<file path="config.mk">
export PLATFORM = sky130hd
export DESIGN_NAME = ioctl_save_uploader
export DESIGN_NICKNAME = d
export VERILOG_FILES = /design/src/rtl/ioctl_save_uploader.sv
export SDC_FILE = /design/constraint.sdc
export NUM_CORES = 1
export LEC_CHECK = 0
export BUFFER_PORTS_ARGS = -buffer_cell sky130_fd_sc_hd__buf_4
export CAP_MARGIN = 40
export CORE_ASPECT_RATIO = 2
export CORE_MARGIN = 3
export CORE_UTILIZATION = 40
export DETAILED_ROUTE_END_ITERATION = 8
export HOLD_SLACK_MARGIN = 0.06
export PLACE_DENSITY = 0.6
export REMOVE_ABC_BUFFERS = 1
export SYNTH_ARGS = -nofsm -noshare
export SYNTH_HDL_FRONTEND = slang
export SYNTH_SLANG_ARGS = --single-unit
</file>
<file path="constraint.sdc">
create_clock -name clk_sys -period 4 [get_ports clk_sys]
set_input_delay 0 -clock clk_sys [delete_from_list [all_inputs] [get_ports clk_sys]]
set_output_delay 0 -clock clk_sys [all_outputs]
set_load 0.01 [all_outputs]
</file>
<file path="src/rtl/ioctl_save_uploader.sv">
// Save/NVRAM upload responder for hps_io: streams save RAM bytes on ioctl_din and
// requests an automatic upload once the core has stopped writing for IDLE_CYCLES.
module ioctl_save_uploader #(
    parameter int unsigned ADDR_W       = 12,
    parameter int unsigned SAVE_SIZE    = 4096,
    parameter logic [7:0]  UPLOAD_INDEX = 8'd5,
    parameter int unsigned MEM_LAT      = 1,
    parameter int unsigned IDLE_CYCLES  = 24000000,
    parameter int unsigned CNT_W        = 25
) (
    input  logic              clk_sys,
    input  logic              reset,
    input  logic              ioctl_upload,
    input  logic [7:0]        ioctl_index,
    input  logic              ioctl_rd,
    input  logic [24:0]       ioctl_addr,
    output logic [7:0]        ioctl_din,
    output logic              ioctl_wait,
    output logic              ioctl_upload_req,
    output logic              busy,
    output logic [ADDR_W-1:0] mem_addr,
    output logic              mem_rd,
    input  logic [7:0]        mem_data,
    input  logic              cpu_save_wr
);

    localparam int unsigned LAT_W      = 3;
    localparam logic [24:0] SAVE_LIMIT = 25'(SAVE_SIZE);
    localparam logic [CNT_W-1:0] CNT_LAST = CNT_W'(IDLE_CYCLES - 1);

    typedef enum logic [1:0] {
        S_IDLE,
        S_FETCH,
        S_DONE
    } state_t;

    state_t           state;
    logic [LAT_W-1:0] lat_cnt;
    logic             dirty;
    logic [CNT_W-1:0] idle_cnt;
    logic             sel_c;

    assign sel_c = ioctl_upload && (ioctl_index == UPLOAD_INDEX);

    // Read path: mem_data is sampled on the MEM_LAT-th edge after the mem_rd edge.
    always_ff @(posedge clk_sys) begin
        if (reset) begin
            state      <= S_IDLE;
            lat_cnt    <= '0;
            ioctl_din  <= 8'h00;
            ioctl_wait <= 1'b0;
            busy       <= 1'b0;
            mem_addr   <= '0;
            mem_rd     <= 1'b0;
        end else begin
            mem_rd <= 1'b0;
            busy   <= sel_c;
            case (state)
                S_IDLE: begin
                    if (ioctl_rd && sel_c) begin
                        if (ioctl_addr < SAVE_LIMIT) begin
                            mem_addr   <= ioctl_addr[ADDR_W-1:0];
                            mem_rd     <= 1'b1;
                            ioctl_wait <= 1'b1;
                            lat_cnt    <= LAT_W'(MEM_LAT);
                            state      <= S_FETCH;
                        end else begin
                            ioctl_din <= 8'hFF;
                        end
                    end
                end
                S_FETCH: begin
                    if (lat_cnt == LAT_W'(1)) begin
                        ioctl_din <= mem_data;
                        state     <= S_DONE;
                    end else begin
                        lat_cnt <= lat_cnt - LAT_W'(1);
                    end
                end
                S_DONE: begin
                    ioctl_wait <= 1'b0;
                    state      <= S_IDLE;
                end
                default: state <= S_IDLE;
            endcase
        end
    end

    // Dirty tracking: a core write restarts the quiet period; the counter parks at the
    // threshold while an upload is running so the request goes out as soon as it ends.
    always_ff @(posedge clk_sys) begin
        if (reset) begin
            dirty            <= 1'b0;
            idle_cnt         <= '0;
            ioctl_upload_req <= 1'b0;
        end else begin
            ioctl_upload_req <= 1'b0;
            if (cpu_save_wr) begin
                dirty    <= 1'b1;
                idle_cnt <= '0;
            end else if (dirty) begin
                if (idle_cnt >= CNT_LAST) begin
                    if (!ioctl_upload && !ioctl_upload_req) begin
                        ioctl_upload_req <= 1'b1;
                        dirty            <= 1'b0;
                        idle_cnt         <= '0;
                    end
                end else begin
                    idle_cnt <= idle_cnt + CNT_W'(1);
                end
            end
        end
    end

endmodule
</file>
==> results.ini, run 1 <==
[outcome]
status=finished clean

[sta]
grt_setup_unrepaired=no
hold_viol=0
setup_tns_ps=0
max_freq_ghz=0.425
final.period_utilization=0.588
setup_viol_count_final=0
slew_violations=0
max_slew_margin=0.486
finClkSkew_ps=2.91
fin_crit_ps=2350
tightest_slew_ps=766

[global_routing]
grtUsageTotal=0.204
grt_max_degree=31
grt_antenna_before_repair=0
grt_pass1_vias=2706
grt_first_pass_wirelength_mm=12.6
grt-ovfl-total=0

[synthesis]
synth_edf_count=0
synth.area.top_cells=dfxtp_1 (40%), nor2_1 (7.7%), mux2i_1 (5.0%)
async_flop_share=0
avgSynthCellArea_um2=8.33
yosys_most_used_dff=dfxtp_1
synth_top_cell_area_share=0.396
synthDistinctLibCells=54
ys_ff_latch=55
yosys-top-cells-count=nor2_1 (57), dfxtp_1 (55), nand2_1 (25)
netlist_area_um2=2780
synth_top_area_cell=dfxtp_1
syn_inst=334
yosysSeqAreaShare=0.396
yosysMostFrequentCell=nor2_1
ys_warn_count=0

[route]
viasPerCell=5.43
routed_wl_mm=7.73
drc=0
dr.pass1.iters=4
ant_nets=0
vias=2763
dr.first_iter.drc_count=152
wl_per_cell_um=15.2

[worst_setup_path]
timing.critical_path.mode_cell=and4_1
path_buf_inv=0
cp_slowest_cell=nor2_2
cp_cell_sequence=and4_1 -> and4_1 -> o221a_1 -> nor2_2 -> o21bai_1 -> a311oi_1
startpoint_type=flop
cp_top_family=compound AO/OA/AOI/OAI gates
worstSetupPathType=flop to flop
end_kind=flop
worstPathArrival_ps=2540
critPathMaxStageDelay_ps=410
required_ps=4190
critPathMaxFanout=11

[clocking]
root_buffer=clkbuf_16
cts_setup_buffers=0
cts_buffers=5
cts_tree=yes
hold_buffers=23
htree_num_levels=2
clkTransAtPathRegs_ps=70
clk_latency_ps=290
clockBufferDepth=2
cts.sinks=55
cts_resized=0

[power_and_ir_drop]
irDropWorstVdd_mv=0.226
leakage_uw=0.00145
pwr_density_cell_nw_per_um2=304
power_uw=1140

[floorplan]
num_rows=42
fp.dieW_um=65.0
start_util=0.417
core_area_um2=6670
ioPinCount=70
die_area_um2=8050
dieHeight_um=124

[final_layout]
final_util=0.562
stdcell_area_um2=3750
layout.cells.non_filler=509
antenna_cells=0
layout-drive-gt1-share=0.230
finalNetCount=469
synthToLayoutAreaGrowth_pct=34.8

[place]
hpwl_mm=5.54
place.gp.congestion=0.793
placed_cell_area_um2=3350
port_buffers=69
numPlacedInstances=478

[run]
max_cap_violations=0

[worst_hold_path]
holdCritPathClass=input port to flop

per-layer routing:
layer  wire, um  GRT usage  vias to the layer above
met4        299      0.132                        0
met5          0          0                        -
met1       2750      0.195                     1281
met2       4280      0.382                       79
met3        406     0.0406                       22
li1           -          -                     1381
sequential cells by signal, indices dropped and copies added (netlist names):
name / flops
idle_cnt: 25
state: 2
ioctl_wait: 1
dirty: 1
ioctl_upload_req: 1
lat_cnt: 3
mem_rd: 1
busy: 1
mem_addr: 12
ioctl_din: 8
power breakdown:
part	internal, uW	switching (uW)	leakage [uW]	total, uW
combinational	51.9	37.8	0.000915	89.7
sequential	549	1.22	0.000443	550
clock	311	190	0.0000868	501
total	912	229	0.00145	1140
final timing paths:
kind | from | end | slack, ps | cells past startpoint
setup / recovery | idle_cnt[7]$_SDFFE_PP0P_ | idle_cnt[6]$_SDFFE_PP0P_ | 1650 | 6
setup reg to reg | idle_cnt[7]$_SDFFE_PP0P_ | idle_cnt[6]$_SDFFE_PP0P_ | 1650 | 6
hold reg to reg | mem_addr[5]$_SDFFE_PP0P_ | mem_addr[5]$_SDFFE_PP0P_ | 490 | 2
hold / removal | reset | state[0]$_SDFFE_PP0P_ | 80 | 2
cell type report:
cell class,count,area (um^2)
Sequential cell,55,1100
Tap cell,88,110
Clock buffer,6,139
Multi-Input combinational cell,257,1560
Timing Repair Buffer,96,783
Clock inverter,2,35.0
Inverter,5,18.8
Fill cell,611,2920
layout by cell type, fill, tap and decap left out, types with 7 or more instances in the layout:
cell / n
o21ai_0: 7
nand2_1: 25
buf_4: 71
mux2i_1: 14
nor3_1: 15
dlygate4sd3_1: 23
o21ai_1: 8
a22oi_1: 10
nor2_1: 57
nor2b_1: 7
a21oi_1: 14
nand3_1: 20
dfxtp_1: 55
nand4_1: 9
per-stage QoR:
stage | hold WS (ps) | setup WS (ps)
after floorplan | 69.1 | 1820
after global placement | 224 | 1660
after detailed placement | 233 | 1640
after CTS | 78.2 | 1620
after global routing | 90.4 | 1400
final | 80.1 | 1650
cell families after synthesis:
kind of cell    share of synthesized area
fa+ha+maj                          0.0135
compound gates                      0.161
simple gates                        0.320
buf+inv                            0.0427
flops                               0.396
mux                                0.0665
No activity file was read; power rests on OpenSTA's default activity.
==> run 2: changes to the inputs <==
- ABC_AREA: unset -> 1
- PLACE_DENSITY: 0.6 -> 0.59
- clock period: 4 -> 2.2 ns (I/O delays scaled with it)
==> run 2 against run 1 <==
- via count increased by 21%
- critical endpoint is now idle_cnt[22]$_SDFFE_PP0P_
- wire length increased by 20%
- highest routed layer unchanged
- design area rose by 11%
- first-iteration DRC count shrank 0.66%
==> results.ini, run 2 <==
[sta]
final.period_utilization=0.831
grt_setup_unrepaired=no
slew_violations=0
setup_tns_ps=0
setup_ws_ps=371
finClkSkew_ps=11.2
setup_viol_count_final=0
max_slew_margin=0.722
hold_viol=0
max_freq_ghz=0.547
fin_crit_ps=1830
tightest_slew_ps=416

[final_layout]
final_util=0.548
ff_latch_area_um2=1100
synthToLayoutAreaGrowth_pct=33.6
final_common_cell=nand2_1
largest_reg_flops=25
finalNetCount=655
layout_common_cells=nand2_1 (150), nor2_1 (111), buf_4 (80)
fillCellCount=781
largestRegisters=idle_cnt (25), mem_addr (12), ioctl_din (8)
layout-drive-gt1-share=0.185
antenna_cells=0
top_register=idle_cnt
stdcell_area_um2=4170
multi_input_area_um2=1720

[floorplan]
start_util=0.411
num_rows=45
fp.dieW_um=68.5
core_area_um2=7600
die_area_um2=8960
dieHeight_um=131
ioPinCount=70

[global_routing]
grt_pass1_vias=3364
grt_first_pass_wirelength_mm=14.9
grt-ovfl-total=0
grt_antenna_before_repair=0
grt_max_degree=29
grtUsageTotal=0.221

[power_and_ir_drop]
intPower_uw=1570
pwr_density_cell_nw_per_um2=509
irDropWorstVdd_mv=0.433
switchingPower_uw=547
power_uw=2120
comb_power_share=0.110
clkPwrFrac=0.403
seqPwrFrac=0.486
swShare=0.258
leakage_uw=0.00192

[synthesis]
synth_top_cell_area_share=0.353
ys_ff_latch=55
ys_warn_count=0
synthDistinctLibCells=29
synth.area.top_cells=dfxtp_1 (35%), nand2_1 (18%), nor2_1 (13%)
netlist_area_um2=3120
avgSynthCellArea_um2=6.17
synth_top_area_cell=dfxtp_1
synth_edf_count=0
yosys-top-cells-count=nand2_1 (150), nor2_1 (111), dfxtp_1 (55)
yosysSeqAreaShare=0.353
yosysMostFrequentCell=nand2_1
async_flop_share=0
yosys_most_used_dff=dfxtp_1
syn_inst=506

[worst_setup_path]
cp_top_family=simple AND/OR/NAND/NOR gates
cp_cell_sequence=ha_1 -> nand3_2 -> clkinv_2 -> nand2_4 -> nor2_4 -> nand2_2 -> nand3_2 -> nand2_2 -> nand2_2 -> nand2_1 -> nand2_1 -> nor2_1
startpoint_type=flop
critPathMaxStageDelay_ps=380
end_kind=flop
timing.critical_path.mode_cell=nand2_2
path_buf_inv=1
worstSetupPathType=flop to flop
required_ps=2400
cp_slowest_cell=dfxtp_1
worstPathArrival_ps=2030
critPathMaxFanout=11

[clocking]
root_buffer=clkbuf_16
clk_latency_ps=300
cts_buffers=5
htree_num_levels=2
clockBufferDepth=2
clkTransAtPathRegs_ps=80
cts.sinks=55
cts_tree=yes

[route]
dr.first_iter.drc_count=151
dr.pass1.iters=4
routed_wl_mm=9.26
drc=0
viasPerCell=4.76
ant_nets=0
wl_per_cell_um=13.2
vias=3334

[place]
place_ws_ps=379
hpwl_mm=7.27
port_buffers=69
place.gp.congestion=0.919
placed_cell_area_um2=3770

[outcome]
status=finished clean

[run]
max_cap_violations=0

[worst_hold_path]
holdCritPathClass=input port to flop

[run 2: cell types whose count changed in the layout (fill, tap and decap cells not counted), moves of 9 or more]
| cell | before | now |
|---|---|---|
| nand2_1 | 25 | 150 |
| nor2_1 | 57 | 111 |
| inv_1 | 5 | 53 |
| nand3_1 | 20 | 36 |
| xor2_1 | 0 | 15 |
| mux2i_1 | 14 | 0 |
| a22oi_1 | 10 | 0 |
| nor3_1 | 15 | 5 |
| buf_4 | 71 | 80 |
[run 2: cells by family after synthesis]
| logic type | count (synthesis) | synth area share |
|---|---|---|
| flip-flops | 55 | 0.353 |
| adder cells (fa/ha/maj) | 3 | 0.0120 |
| buffers and inverters | 72 | 0.0962 |
| XOR/XNOR | 16 | 0.0449 |
| AO/OA/AOI/OAI | 34 | 0.0557 |
| AND/OR/NAND/NOR | 326 | 0.438 |
[run 2: final timing paths]
kind	cells after the start	endpoint	start	slack [ps]
worst max register to register	12	idle_cnt[22]$_SDFFE_PP0P_	idle_cnt[1]$_SDFFE_PP0P_	370
worst min-delay path	7	ioctl_wait$_SDFFE_PP0P_	ioctl_addr[12]	150
worst min register to register	2	ioctl_din[2]$_SDFFE_PP0P_	ioctl_din[2]$_SDFFE_PP0P_	460
worst max-delay path	12	idle_cnt[22]$_SDFFE_PP0P_	idle_cnt[1]$_SDFFE_PP0P_	370
[run 2: cell type report]
type                    count  area share
repair buffers            104       0.202
inverters                  61      0.0552
clock buffers               5      0.0300
multi-input cells         379       0.412
well taps                  94      0.0282
flip-flops and latches     55       0.264
clock inverters             3     0.00811
[run 2: power groups by stage]
stage | sequential (uW) | clock, uW | combinational (uW)
floorplan | 1050 | 0 | 98.4
detailed placement | 1050 | 0 | 202
finish | 1030 | 855 | 234
global route | 1030 | 901 | 263
global placement | 1050 | 0 | 199
CTS | 1030 | 881 | 235
[run 2: per-layer routing]
metal / track usage / wire [um] / vias up / part of all wire
li1: - / - / 1752 / -
met1: 0.196 / 3130 / 1471 / 0.34
met2: 0.437 / 5300 / 89 / 0.57
met3: 0.0402 / 387 / 22 / 0.042
met4: 0.117 / 430 / 0 / 0.046
met5: 0 / 0 / - / 0
[run 2: per-stage QoR]
step	hold WS, ps	std cells
after floorplan	72.3	495
after global placement	187	669
after detailed placement	192	669
after CTS	150	701
after global routing	208	701
final	153	701
[run 2: timing repair]
action	4_1_cts	5_1_grt
buffers inserted	0	0
hold buffers	24	0
gates resized for setup	0	0
hold endpoints to repair	26	0
[run 2: worst min-delay path: cells and delay by family]
kind | cells | cell delay, ps
simple gates | 6 | 340
buf+inv | 1 | 70
==> run 3: changes to the inputs <==
- ABC_AREA: 1 -> 0
- PLACE_DENSITY: 0.59 -> 0.62
- clock period: 2.2 -> 1.67 ns (I/O delays scaled with it)
==> run 3 against run 2 <==
- the run now ends with setup timing left
- clock power up 36%
- hold slack got worse by 60 ps
- sequential cell count is the same
- sequential share of layout area fell by 3.4 points
- wire length increased by 6.0%
- clock skew decreased by 3.8 ps
- setup slack lost 710 ps
- sequential power rose by 28%
- die area is 10% lower
- cell count down 15%
- global-route usage rose by 1.9 points
- combinational power rose by 11%
==> results.ini, run 3 (synthesis results as in run 1) <==
[clocking]
cts.sinks=55
root_buffer=clkbuf_16
clk_latency_ps=290
htree_num_levels=2
cts_buffers=5
clkTransAtPathRegs_ps=70
clockBufferDepth=2
cts_tree=yes

[final_layout]
top_register=idle_cnt
final_common_cell=buf_4
fillCellCount=476
layout_common_cells=buf_4 (144), nor2_1 (56), dfxtp_1 (44)
largest_reg_flops=25
finalNetCount=556
largestRegisters=idle_cnt (25), mem_addr (12), ioctl_din (8)
synthToLayoutAreaGrowth_pct=74.7
layout.cells.non_filler=595
antenna_cells=0
layout-drive-gt1-share=0.487

[route]
ant_nets=0
routed_wl_mm=9.81
wl_per_cell_um=16.5
dr.pass1.iters=4
wl_met3_um=509
dr_wl_met2_mm=5.57
vias=3227
viasPerCell=5.42
drc=0
met1_length_mm=3.32
dr.first_iter.drc_count=164
top_layer_used=met4

[global_routing]
grt_pass1_vias=3336
grt_antenna_before_repair=0
grt-ovfl-total=0
grt_max_degree=30
grt_first_pass_wirelength_mm=15.0
grtUsageTotal=0.240

[power_and_ir_drop]
leakage_uw=0.00203
switchingPower_uw=576
pwr_density_cell_nw_per_um2=564
irDropWorstVdd_mv=0.481
swShare=0.210
seqPwrFrac=0.481
comb_power_share=0.095
intPower_uw=2160
clkPwrFrac=0.424
power_uw=2740

[worst_setup_path]
worstSetupPathType=flop to flop
startpoint_type=flop
worstReg2RegEnd=idle_cnt[4]$_SDFFE_PP0P_
r2r_cells=6
end_kind=flop
worstPathArrival_ps=2230
r2r-start=idle_cnt[11]$_SDFFE_PP0P_
critPathMaxFanout=4
required_ps=1890
timing.reg2reg.setup_slack_ps=-340

[outcome]
violations=setup timing
status=finished with violations

[place]
port_buffers=69
place.gp.congestion=0.827
place_ws_ps=-382
hpwl_mm=6.51
numPlacedInstances=544

[sta]
grt_setup_unrepaired=yes
setup_viol_count_final=27
slew_violations=0
max_slew_margin=0.698
fin_crit_ps=2010
tightest_slew_ps=451
hold_viol=0
final.period_utilization=1.20
whs_ps=93.6
max_freq_ghz=0.499
finClkSkew_ps=7.47
setup_ws_ps=-335
setup_tns_ps=-6160

[floorplan]
num_rows=42
start_util=0.417
core_area_um2=6670
dieHeight_um=124
die_area_um2=8050
fp.dieW_um=65.0
ioPinCount=70

[worst_hold_path]
min_from=ioctl_upload
holdPathStages=4
min_to=ioctl_upload_req$_SDFF_PP0_
holdCritPathClass=input port to flop

[run]
max_cap_violations=0

run 3: cell types whose count changed in the layout (fill, tap and decap cells not counted), sizes merged, moves of 15 or more:
cell	previous run	this run
buf	80	159
inv	61	5
nand2	158	25
nand3	39	21
nor2	115	58
xor2	15	0
run 3: stage by stage:
stage	utilization	cell area (um^2)
after floorplan	-	2680
after global placement	0.579	3860
after detailed placement	0.579	3860
after CTS	0.699	4660
after global routing	0.729	4860
final	0.729	4860
run 3: power groups by stage:
stage               combinational [uW]  clock [uW]  sequential, uW
floorplan                         46.8           0            1350
global placement                   192           0            1350
detailed placement                 194           0            1350
CTS                                250        1190            1320
global route                       279        1230            1320
finish                             260        1160            1320
run 3: cell type report:
type	instances	area, um^2	area share
Tap cell	88	110	0.0226
Sequential cell	55	1120	0.230
Inverter	5	18.8	0.00386
Clock inverter	2	37.5	0.00772
Multi-Input combinational cell	257	1930	0.397
Timing Repair Buffer	183	1520	0.313
Clock buffer	5	125	0.0257
run 3: critical path: stages, from the launching register on:
cell and delay, ps:
dfxtp_2 360, a21oi_1 330, o21ai_2 130, o221a_4 310, buf_6 130, or4_4 520, a31oi_4 160
run 3: worst max-delay path by stage:
stage	from	to	slack (ps)	cells past startpoint
3_5_place_dp	idle_cnt[14]$_SDFFE_PP0P_	idle_cnt[3]$_SDFFE_PP0P_	-380	6
6_report	idle_cnt[11]$_SDFFE_PP0P_	idle_cnt[4]$_SDFFE_PP0P_	-340	6
4_1_cts	idle_cnt[14]$_SDFFE_PP0P_	idle_cnt[3]$_SDFFE_PP0P_	-220	6
3_3_place_gp	idle_cnt[1]$_SDFFE_PP0P_	idle_cnt[16]$_SDFFE_PP0P_	-350	8
2_1_floorplan	idle_cnt[14]$_SDFFE_PP0P_	idle_cnt[6]$_SDFFE_PP0P_	-510	6
5_1_grt	idle_cnt[11]$_SDFFE_PP0P_	idle_cnt[4]$_SDFFE_PP0P_	-370	6
run 3: metal layers:
layer	global-route usage	up-vias
met5	0	-
met4	0.144	0
met3	0.0379	25
met2	0.467	103
met1	0.228	1539
li1	-	1560
run 3: timing repair:
| action | 4_1_cts | 5_1_grt |
|---|---|---|
| resized for setup | 67 | 31 |
| setup endpoints to repair | 38 | 46 |
| hold buffers | 23 | 0 |
| buffers inserted | 17 | 5 |
| gates cloned | 1 | 1 |
| hold endpoints to repair | 22 | 0 |
| pin swaps | 28 | 29 |
